**src/rtl/firmware_arbiter_if.sv**
```systemverilog
// Bundle of the CPU read port, debug readback port and firmware ROM port.
// Ports: cpu_* (6502 read strobe/RDY/data), dbg_* (level request, ack/error/data),
//        rom_* (14-bit address, region selects, combinational read data).
interface firmware_arbiter_if;
  logic        cpu_req;
  logic [15:0] cpu_address;
  logic        cpu_ready;
  logic        cpu_valid;
  logic [7:0]  cpu_data;

  logic        dbg_req;
  logic [15:0] dbg_address;
  logic        dbg_ack;
  logic        dbg_error;
  logic [7:0]  dbg_data;

  logic [13:0] rom_address;
  logic [7:0]  rom_data;
  logic        rom_select_firmware;
  logic        rom_select_vectors;

  // Arbiter side: takes requests and ROM data, drives results and the ROM port.
  modport slave (
    input  cpu_req, cpu_address, dbg_req, dbg_address, rom_data,
    output cpu_ready, cpu_valid, cpu_data,
    output dbg_ack, dbg_error, dbg_data,
    output rom_address, rom_select_firmware, rom_select_vectors
  );

  // Requester/ROM side: the mirror image.
  modport master (
    output cpu_req, cpu_address, dbg_req, dbg_address, rom_data,
    input  cpu_ready, cpu_valid, cpu_data,
    input  dbg_ack, dbg_error, dbg_data,
    input  rom_address, rom_select_firmware, rom_select_vectors
  );
endinterface

```
**src/rtl/firmware_arbiter.sv**
```systemverilog
// Shares the firmware ROM between the 6502 bus (priority) and the debug readback port.
// Latency: grant edge E0 drives the ROM, E1 captures; valid/ack high in the cycle after E1.
// Backpressure: CPU is stalled one cycle via cpu_ready after STARVE_LIMIT wins over a waiting debug read.
// Ports: clk, rst (sync, active-high), bus (firmware_arbiter_if.slave: cpu_*, dbg_*, rom_*).
module firmware_arbiter #(
  parameter int unsigned STARVE_LIMIT = 8
) (
  input  logic              clk,
  input  logic              rst,
  firmware_arbiter_if.slave bus
);

  localparam logic [7:0] LIMIT     = 8'(STARVE_LIMIT);
  localparam logic       OWNER_CPU = 1'b0;
  localparam logic       OWNER_DBG = 1'b1;

  // Arbitration / starvation state
  logic [7:0]  starve_count;
  logic        dbg_busy;
  logic        cpu_ready_q;

  // Stage A (ROM drive) registers
  logic        a_vld;
  logic        a_owner;
  logic        a_miss;
  logic [13:0] rom_address_q;
  logic        sel_fw_q;
  logic        sel_vec_q;

  // Stage B (result) registers
  logic        cpu_valid_q;
  logic [7:0]  cpu_data_q;
  logic        dbg_ack_q;
  logic        dbg_error_q;
  logic [7:0]  dbg_data_q;

  // Combinational arbitration and decode
  logic        dbg_pending;
  logic        cpu_win;
  logic        dbg_win;
  logic [15:0] win_address;
  logic        win_hit;
  logic        win_vec;
  logic [7:0]  starve_next;

  always_comb begin
    dbg_pending = bus.dbg_req && !dbg_busy;
    // A stalled cycle (cpu_ready_q=0) blocks the CPU, so the debug port
    // takes the slot; its request is still pending because dbg_req is a level.
    cpu_win     = bus.cpu_req && cpu_ready_q;
    dbg_win     = !cpu_win && dbg_pending;
    win_address = cpu_win ? bus.cpu_address : bus.dbg_address;
    win_hit     = (win_address[15:14] == 2'b11);
    win_vec     = (win_address >= 16'hFFFA);
    starve_next = starve_count + 8'd1;
  end

  always_ff @(posedge clk) begin
    if (rst) begin
      starve_count  <= '0;
      dbg_busy      <= 1'b0;
      cpu_ready_q   <= 1'b1;
      a_vld         <= 1'b0;
      a_owner       <= OWNER_CPU;
      a_miss        <= 1'b0;
      rom_address_q <= '0;
      sel_fw_q      <= 1'b0;
      sel_vec_q     <= 1'b0;
      cpu_valid_q   <= 1'b0;
      cpu_data_q    <= '0;
      dbg_ack_q     <= 1'b0;
      dbg_error_q   <= 1'b0;
      dbg_data_q    <= '0;
    end else begin
      // Starvation counter: a stall is only ever one cycle long because the
      // stalled cycle always grants the debug port, which clears the count.
      cpu_ready_q <= 1'b1;
      if (cpu_win && dbg_pending) begin
        starve_count <= starve_next;
        if (starve_next == LIMIT) begin
          cpu_ready_q <= 1'b0;
        end
      end else begin
        starve_count <= '0;
      end

      // A debug read stays owned from grant until the edge closing its ack cycle,
      // so a level dbg_req held through the ack does not start a second read.
      if (dbg_win) begin
        dbg_busy <= 1'b1;
      end else if (dbg_ack_q) begin
        dbg_busy <= 1'b0;
      end

      // Stage A: drive the winner's decode onto the ROM port
      a_vld   <= cpu_win || dbg_win;
      a_owner <= dbg_win ? OWNER_DBG : OWNER_CPU;
      if (cpu_win || dbg_win) begin
        a_miss        <= !win_hit;
        rom_address_q <= win_hit ? win_address[13:0] : 14'd0;
        sel_vec_q     <= win_hit && win_vec;
        sel_fw_q      <= win_hit && !win_vec;
      end else begin
        // Idle: deselect the ROM, leave the address where it was
        sel_vec_q <= 1'b0;
        sel_fw_q  <= 1'b0;
      end

      // Stage B: capture ROM data for the owner and pulse its strobe
      cpu_valid_q <= a_vld && (a_owner == OWNER_CPU);
      dbg_ack_q   <= a_vld && (a_owner == OWNER_DBG);
      if (a_vld && (a_owner == OWNER_CPU)) begin
        cpu_data_q <= a_miss ? 8'h00 : bus.rom_data;
      end
      if (a_vld && (a_owner == OWNER_DBG)) begin
        dbg_data_q  <= a_miss ? 8'h00 : bus.rom_data;
        dbg_error_q <= a_miss;
      end
    end
  end

  assign bus.cpu_ready           = cpu_ready_q;
  assign bus.cpu_valid           = cpu_valid_q;
  assign bus.cpu_data            = cpu_data_q;
  assign bus.dbg_ack             = dbg_ack_q;
  assign bus.dbg_error           = dbg_error_q;
  assign bus.dbg_data            = dbg_data_q;
  assign bus.rom_address         = rom_address_q;
  assign bus.rom_select_firmware = sel_fw_q;
  assign bus.rom_select_vectors  = sel_vec_q;

endmodule

```
**src/flat_wrapper.sv**
```systemverilog
// flat-port wrapper written by rule: the top's interface ports become plain ports
module firmware_arbiter_flat 
#(
  parameter int unsigned STARVE_LIMIT = 8
)
  (clk, rst, bus_cpu_req, bus_cpu_address, bus_dbg_req, bus_dbg_address, bus_rom_data, bus_cpu_ready, bus_cpu_valid, bus_cpu_data, bus_dbg_ack, bus_dbg_error, bus_dbg_data, bus_rom_address, bus_rom_select_firmware, bus_rom_select_vectors);
  firmware_arbiter_if bus_i ();
  input  logic clk;
  input  logic rst;
  input wire logic [$bits(bus_i.cpu_req)-1:0] bus_cpu_req;
  input wire logic [$bits(bus_i.cpu_address)-1:0] bus_cpu_address;
  input wire logic [$bits(bus_i.dbg_req)-1:0] bus_dbg_req;
  input wire logic [$bits(bus_i.dbg_address)-1:0] bus_dbg_address;
  input wire logic [$bits(bus_i.rom_data)-1:0] bus_rom_data;
  output wire logic [$bits(bus_i.cpu_ready)-1:0] bus_cpu_ready;
  output wire logic [$bits(bus_i.cpu_valid)-1:0] bus_cpu_valid;
  output wire logic [$bits(bus_i.cpu_data)-1:0] bus_cpu_data;
  output wire logic [$bits(bus_i.dbg_ack)-1:0] bus_dbg_ack;
  output wire logic [$bits(bus_i.dbg_error)-1:0] bus_dbg_error;
  output wire logic [$bits(bus_i.dbg_data)-1:0] bus_dbg_data;
  output wire logic [$bits(bus_i.rom_address)-1:0] bus_rom_address;
  output wire logic [$bits(bus_i.rom_select_firmware)-1:0] bus_rom_select_firmware;
  output wire logic [$bits(bus_i.rom_select_vectors)-1:0] bus_rom_select_vectors;
  assign bus_i.cpu_req = bus_cpu_req;
  assign bus_i.cpu_address = bus_cpu_address;
  assign bus_i.dbg_req = bus_dbg_req;
  assign bus_i.dbg_address = bus_dbg_address;
  assign bus_i.rom_data = bus_rom_data;
  assign bus_cpu_ready = bus_i.cpu_ready;
  assign bus_cpu_valid = bus_i.cpu_valid;
  assign bus_cpu_data = bus_i.cpu_data;
  assign bus_dbg_ack = bus_i.dbg_ack;
  assign bus_dbg_error = bus_i.dbg_error;
  assign bus_dbg_data = bus_i.dbg_data;
  assign bus_rom_address = bus_i.rom_address;
  assign bus_rom_select_firmware = bus_i.rom_select_firmware;
  assign bus_rom_select_vectors = bus_i.rom_select_vectors;
  firmware_arbiter #(.STARVE_LIMIT(STARVE_LIMIT)) u_core (.clk(clk), .rst(rst), .bus(bus_i));
endmodule
```
**config.mk**
```make
export PLATFORM = sky130hd
export DESIGN_NAME = firmware_arbiter_flat
export DESIGN_NICKNAME = d
export VERILOG_FILES = /design/src/rtl/firmware_arbiter_if.sv /design/src/rtl/firmware_arbiter.sv /design/src/flat_wrapper.sv
export SDC_FILE = /design/constraint.sdc
export NUM_CORES = 1
export LEC_CHECK = 0
export ABC_CLOCK_PERIOD_IN_PS = 3580
export BUFFER_PORTS_ARGS = -buffer_cell sky130_fd_sc_hd__buf_2
export CAP_MARGIN = 15
export CORE_UTILIZATION = 51
export CTS_CLUSTER_SIZE = 30
export DETAILED_ROUTE_END_ITERATION = 10
export GPL_TIMING_DRIVEN = 0
export PLACE_DENSITY = 0.83
export RECOVER_POWER = 100
export SETUP_SLACK_MARGIN = 0.15
export SLEW_MARGIN = 10
export SYNTH_ARGS = -nofsm -noshare
export SYNTH_HDL_FRONTEND = slang
export SYNTH_SLANG_ARGS = --single-unit
```
**constraint.sdc**
```tcl
create_clock -name clk -period 3.58 [get_ports clk]
set_clock_uncertainty 0.1 [all_clocks]
set_input_delay 0.716 -clock clk [delete_from_list [all_inputs] [get_ports clk]]
set_output_delay 0.716 -clock clk [all_outputs]
set_load 0.005 [all_outputs]
```
Word-level counts from Yosys, hierarchy flattened:

Index checks and enable logic that the tools add are counted.

* bits in registers: 48
* output and inout port bits: 36
* logic and storage cells: 44

* add/subtract/negate cells: 1
* magnitude comparators: 1
* equal/unequal tests: 2
* muxes and demuxes: 7
* bitwise logic cells: 3
* reductions and logical operators: 16

Operator list (count)
* $ge 16x16->1 const B: 1
* $mux 16: 1
* $mux 14: 1
* $add 8x1->8 const B: 1
* $eq 8x4->1 const B: 1
* $logic_and 1x1->1: 8
* $mux 8: 1
* $logic_not 1->1: 4
* $mux 1: 4
* $reduce_or 2->1: 2
* $not 1->1: 3
* $eq 2x2->1 const B: 1
* $reduce_bool 2->1: 1
* $logic_or 1x1->1: 1

Logic depth before layout (Yosys ltp):

* word-level depth: 6
* gate-level depth with buffers: 6

Worst setup path before layout:

OpenSTA, ideal clock, no wires.

* path kind: input to register
* from: input port bus_cpu_req
* to: register u_core.sel_fw_q (netlist: u_core.bus.rom_select_firmware)
* arrival: 1.587 ns
* required time: 3.350 ns
* path slack: 1.763 ns
* stages: 6
* path buffers: 2
* cells stage by stage: and2_4 > buf_6 > and3_4 > o21ai_4 > buf_6 > nor3_2

* cells in the longest elaborated chain, start to end: 6
* elaborated cells on any way between the ends: 11
* classes of those cells: order compare: 1; eq/ne: 1; mux: 1; bitwise: 1; reduce/logical: 7

RTL lines
* start, declared: RTL line flat_wrapper.sv:10 `input wire logic [$bits(bus_i.cpu_req)-1:0] bus_cpu_req;`
* $logic_and 1x1->1 *: RTL line firmware_arbiter.sv:50 `cpu_win = bus.cpu_req && cpu_ready_q;`
* parallel branches: the longest is 5 deep, another holds $ge 16x16->1
* end signal, assigned: RTL line firmware_arbiter.sv:102 `sel_fw_q <= win_hit && !win_vec;`
* end, declared: RTL line firmware_arbiter.sv:27 `logic sel_fw_q;`

Every way passes the cells marked *.
A chain may end at the register's enable or synchronous reset.

Worst setup path in the final report:

* from: input port bus_cpu_req
* to: register u_core.rom_address_q[10] (netlist: u_core.bus.rom_address[10])

* cells in the longest elaborated chain, start to end: 4
* elaborated cells on any way between the ends: 7
* classes of those cells: eq/ne: 1; mux: 2; reduce/logical: 4

RTL lines
* $logic_and 1x1->1 *: RTL line firmware_arbiter.sv:50
* $mux 16 or $logic_not 1->1 (tied branches): RTL line firmware_arbiter.sv:52, firmware_arbiter.sv:51
* $eq 2x2->1 or $logic_and 1x1->1 (tied branches): RTL line firmware_arbiter.sv:53, firmware_arbiter.sv:51
* $mux 14 or $logic_or 1x1->1 (tied branches): RTL line firmware_arbiter.sv:100, firmware_arbiter.sv:98
* end signal, assigned: RTL line firmware_arbiter.sv:100 `rom_address_q <= win_hit ? win_address[13:0] : 14'd0;`
* end, declared: RTL line firmware_arbiter.sv:26 `logic [13:0] rom_address_q;`

Every way passes the cells marked *; elsewhere a longest branch is shown, timed or not.

==> impl_metrics.csv <==
group,metric,value,unit
timing,holdWs,0.347,ns
detailed_routing,routed_wl,4.56,mm
floorplanning,rows,22,
final_layout,fillers,345,
detailed_routing,vias_per_cell,5.24,
critical_path,r2r_slack,1.41,ns
timing,layout_setup_ws,1.22,ns
detailed_routing,dr.pass1.iters,4,
critical_path,critPathArrivalTime,2.44,ns
global_route,grt_pass1_wl,7.13,mm
critical_path,r2r_cells,6,
synth,synth_area_leaders,"dfxtp_1 48%, mux2i_1 7.0%, nor3b_1 6.0%",
clocking,cts_setup_buffers,0,
clocking,clockBufferDepth,2,
clocking,clkLatencyLatePin,0.30,ns
critical_path,worst_ep_required_time,3.66,ns
synth,synth_edf_count,0,
timing,slew_viol_final,0,
global_route,overflow,0,
clocking,htreeDepth,2,
final_layout,area_delta_synth_final,25.0,%
synth,synth.avg_cell_area,9.20,um^2
clocking,cts_made_buffers,5,
floorplanning,core_area,3720,um^2
detailed_routing,drtAntennaViolNets,0,
timing,fmax,0.424,GHz
synth,netlist_instances,218,
synth,synth_top_area_frac,0.479,
final_layout,nets,348,
timing,maxSlewHeadroom,0.483,
pwr,cellLeakagePower,1.11,nW
global_route,grt_pass1_vias,1591,
clocking,cts_resized,0,
final_layout,drive_gt1_frac,0.257,
timing,hold_viol,0,
timing,setup_viol,0,
clocking,tritoncts,"done",
timing,tightestPinTransition,0.767,ns
placement,port_buffers,78,
clocking,clk_pin_slew,0.08,ns
clocking,cts_sinks,48,
placement,placed_cell_area,2460,um^2
synth,synth-main-ff-cell,"dfxtp_1",
critical_path,critPathKind,"in -> reg",
clocking,cts_hold_buf,0,
floorplanning,fp.dieH,64.7,um
critical_path,crit_fanout,10,
synth,synth_commonest_cells,"48 x dfxtp_1, 29 x nor2_1, 19 x nand2_1, 18 x a21oi_1, 16 x nor3b_1",
min_path,hold_path_startpoint,"u_core.dbg_busy",
synth,yosysMostFrequentCell,"dfxtp_1",
detailed_routing,drc,0,
placement,pre_cts_ws,1.52,ns
critical_path,startpoint_type,"primary input",
pwr,p_per_area,446,nW/um^2
pwr,ir_drop,0.000370,V
floorplanning,io_pins,80,
min_path,hp-class,"reg -> reg",
timing,min_period_over_period,0.659,
min_path,hold_depth,1,
placement,dpl.hpwl,3.41,mm
synth,yosysTopAreaCell,"dfxtp_1",
global_route,grt_use_total,0.223,
min_path,whs_endpoint,"u_core.dbg_busy",
timing,tns,0,ns
clocking,cts-root-buf,"clkbuf_8",
detailed_routing,vias,1838,
floorplanning,die_width,64.7,um
global_route,antenna_found_initial,0,
run,cap_violations,0,
final_layout,antennaDiodeCount,0,
synth,yosysSeqAreaShare,0.479,
synth,netlist_area,2010,um^2
timing,rsz0062_at_grt,"no",
timing,min_period,2.36,ns
detailed_routing,drt_iter0_drc,146,
floorplanning,initial_utilization,0.540,
status,status,"finished, final reports clean",
synth,yosysWarnings,0,
global_route,grt_max_degree,15,
synth,yosysUniqueCellTypes,36,
detailed_routing,post_drt_wl_per_cell,13.0,um
synth,async_flop_share,0,
floorplanning,die_area,4190,um^2
final_layout,final_cell_area,2510,um^2
critical_path,r2r-end,"u_core.bus.rom_address[10]",
synth,syn_nets,263,
synth,synth_seq_cells,48,
critical_path,end_kind,"flop",
critical_path,worstReg2RegStart,"u_core.bus.cpu_ready",
placement,place.gp.congestion,0.790,
-- power breakdown --
group | total, W | leakage (nW) | internal [W] | switching [W]
Clock | 0.000447 | 0.0642 | 0.000275 | 0.000172
Sequential | 0.000558 | 0.390 | 0.000550 | 0.00000779
Combinational | 0.000114 | 0.657 | 0.0000519 | 0.0000623
-- stage by stage --
| stage | instances | total power [W] | utilization |
|---|---|---|---|
| 4_1_cts | 351 | 0.00113 | 0.696 |
| 3_3_place_gp | 344 | 0.000690 | 0.661 |
| 6_report | 351 | 0.00112 | 0.674 |
| 3_5_place_dp | 344 | 0.000693 | 0.661 |
| 2_1_floorplan | 218 | 0.000638 | - |
| 5_1_grt | 351 | 0.00116 | 0.674 |
-- area by class of cell --
type	instances	area, um^2	share of cell area
inverters	1	3.75	0.00150
repair buffers	78	374	0.149
clock inverters	2	60.1	0.0240
well taps	48	60.1	0.0240
multi-input cells	155	917	0.366
flip-flops and latches	48	961	0.383
plain buffers	14	61.3	0.0245
clock buffers	5	68.8	0.0275
-- cell usage in the layout, fill, tap and decap left out, drive strengths merged, types with 3 or more instances in the layout --
cell and instances:
mux2i 14, nor3 4, clkbuf 30, nor2 30, nor3b 16, xor2 3
a21oi 19, buf 67, nand2 19, o21ai 16, and3 5, xnor2 5
dfxtp 48, nand4 4, nand3 6
-- per-layer routing --
layer	wire, um	track usage	vias to the layer above
met1	2060	0.278	860
met4	33	0.0806	0
met2	2260	0.376	51
li1	-	-	923
met5	0	0	-
met3	208	0.0475	4
-- sequential cells by signal, indices dropped and copies added, names as in the netlist --
signal / cells
u_core.starve_count: 8
u_core.dbg_busy: 1
u_core.bus.cpu_valid: 1
u_core.bus.rom_select_vectors: 1
u_core.bus.dbg_ack: 1
u_core.bus.rom_select_firmware: 1
u_core.a_vld: 1
u_core.bus.dbg_data: 8
u_core.a_miss: 1
u_core.a_owner: 1
u_core.bus.cpu_ready: 1
u_core.bus.cpu_data: 8
u_core.bus.dbg_error: 1
u_core.bus.rom_address: 14
-- cells by family (layout without fill, tap and decap cells) --
group	Yosys count	count (layout)	share of synthesized area
buf+inv	15	100	0.0393
simple gates	92	92	0.241
mux	14	14	0.0699
xor+xnor	8	8	0.0349
fa+ha+maj	1	1	0.00624
flops	48	48	0.479
compound gates	40	40	0.130
-- critical path, stage by stage --
cell and delay, ns:
clkbuf_1 0.11, and2_2 0.20, clkbuf_1 0.19, and3_1 0.26, o21ai_0 0.63, buf_6 0.23, o21ai_0 0.10
-- worst max path at each step --
stage	startpoint	end	slack, ns	cells past startpoint
2_1_floorplan	bus_cpu_req	u_core.bus.rom_select_firmware	1.76	6
3_3_place_gp	bus_cpu_req	u_core.bus.rom_select_firmware	1.53	7
3_5_place_dp	bus_cpu_req	u_core.bus.rom_select_firmware	1.52	7
4_1_cts	bus_cpu_req	u_core.bus.rom_select_firmware	1.82	6
5_1_grt	bus_cpu_req	u_core.bus.rom_address[10]	1.00	7
6_report	bus_cpu_req	u_core.bus.rom_address[10]	1.22	7
Note: power is estimated with default switching activity, not from simulation.
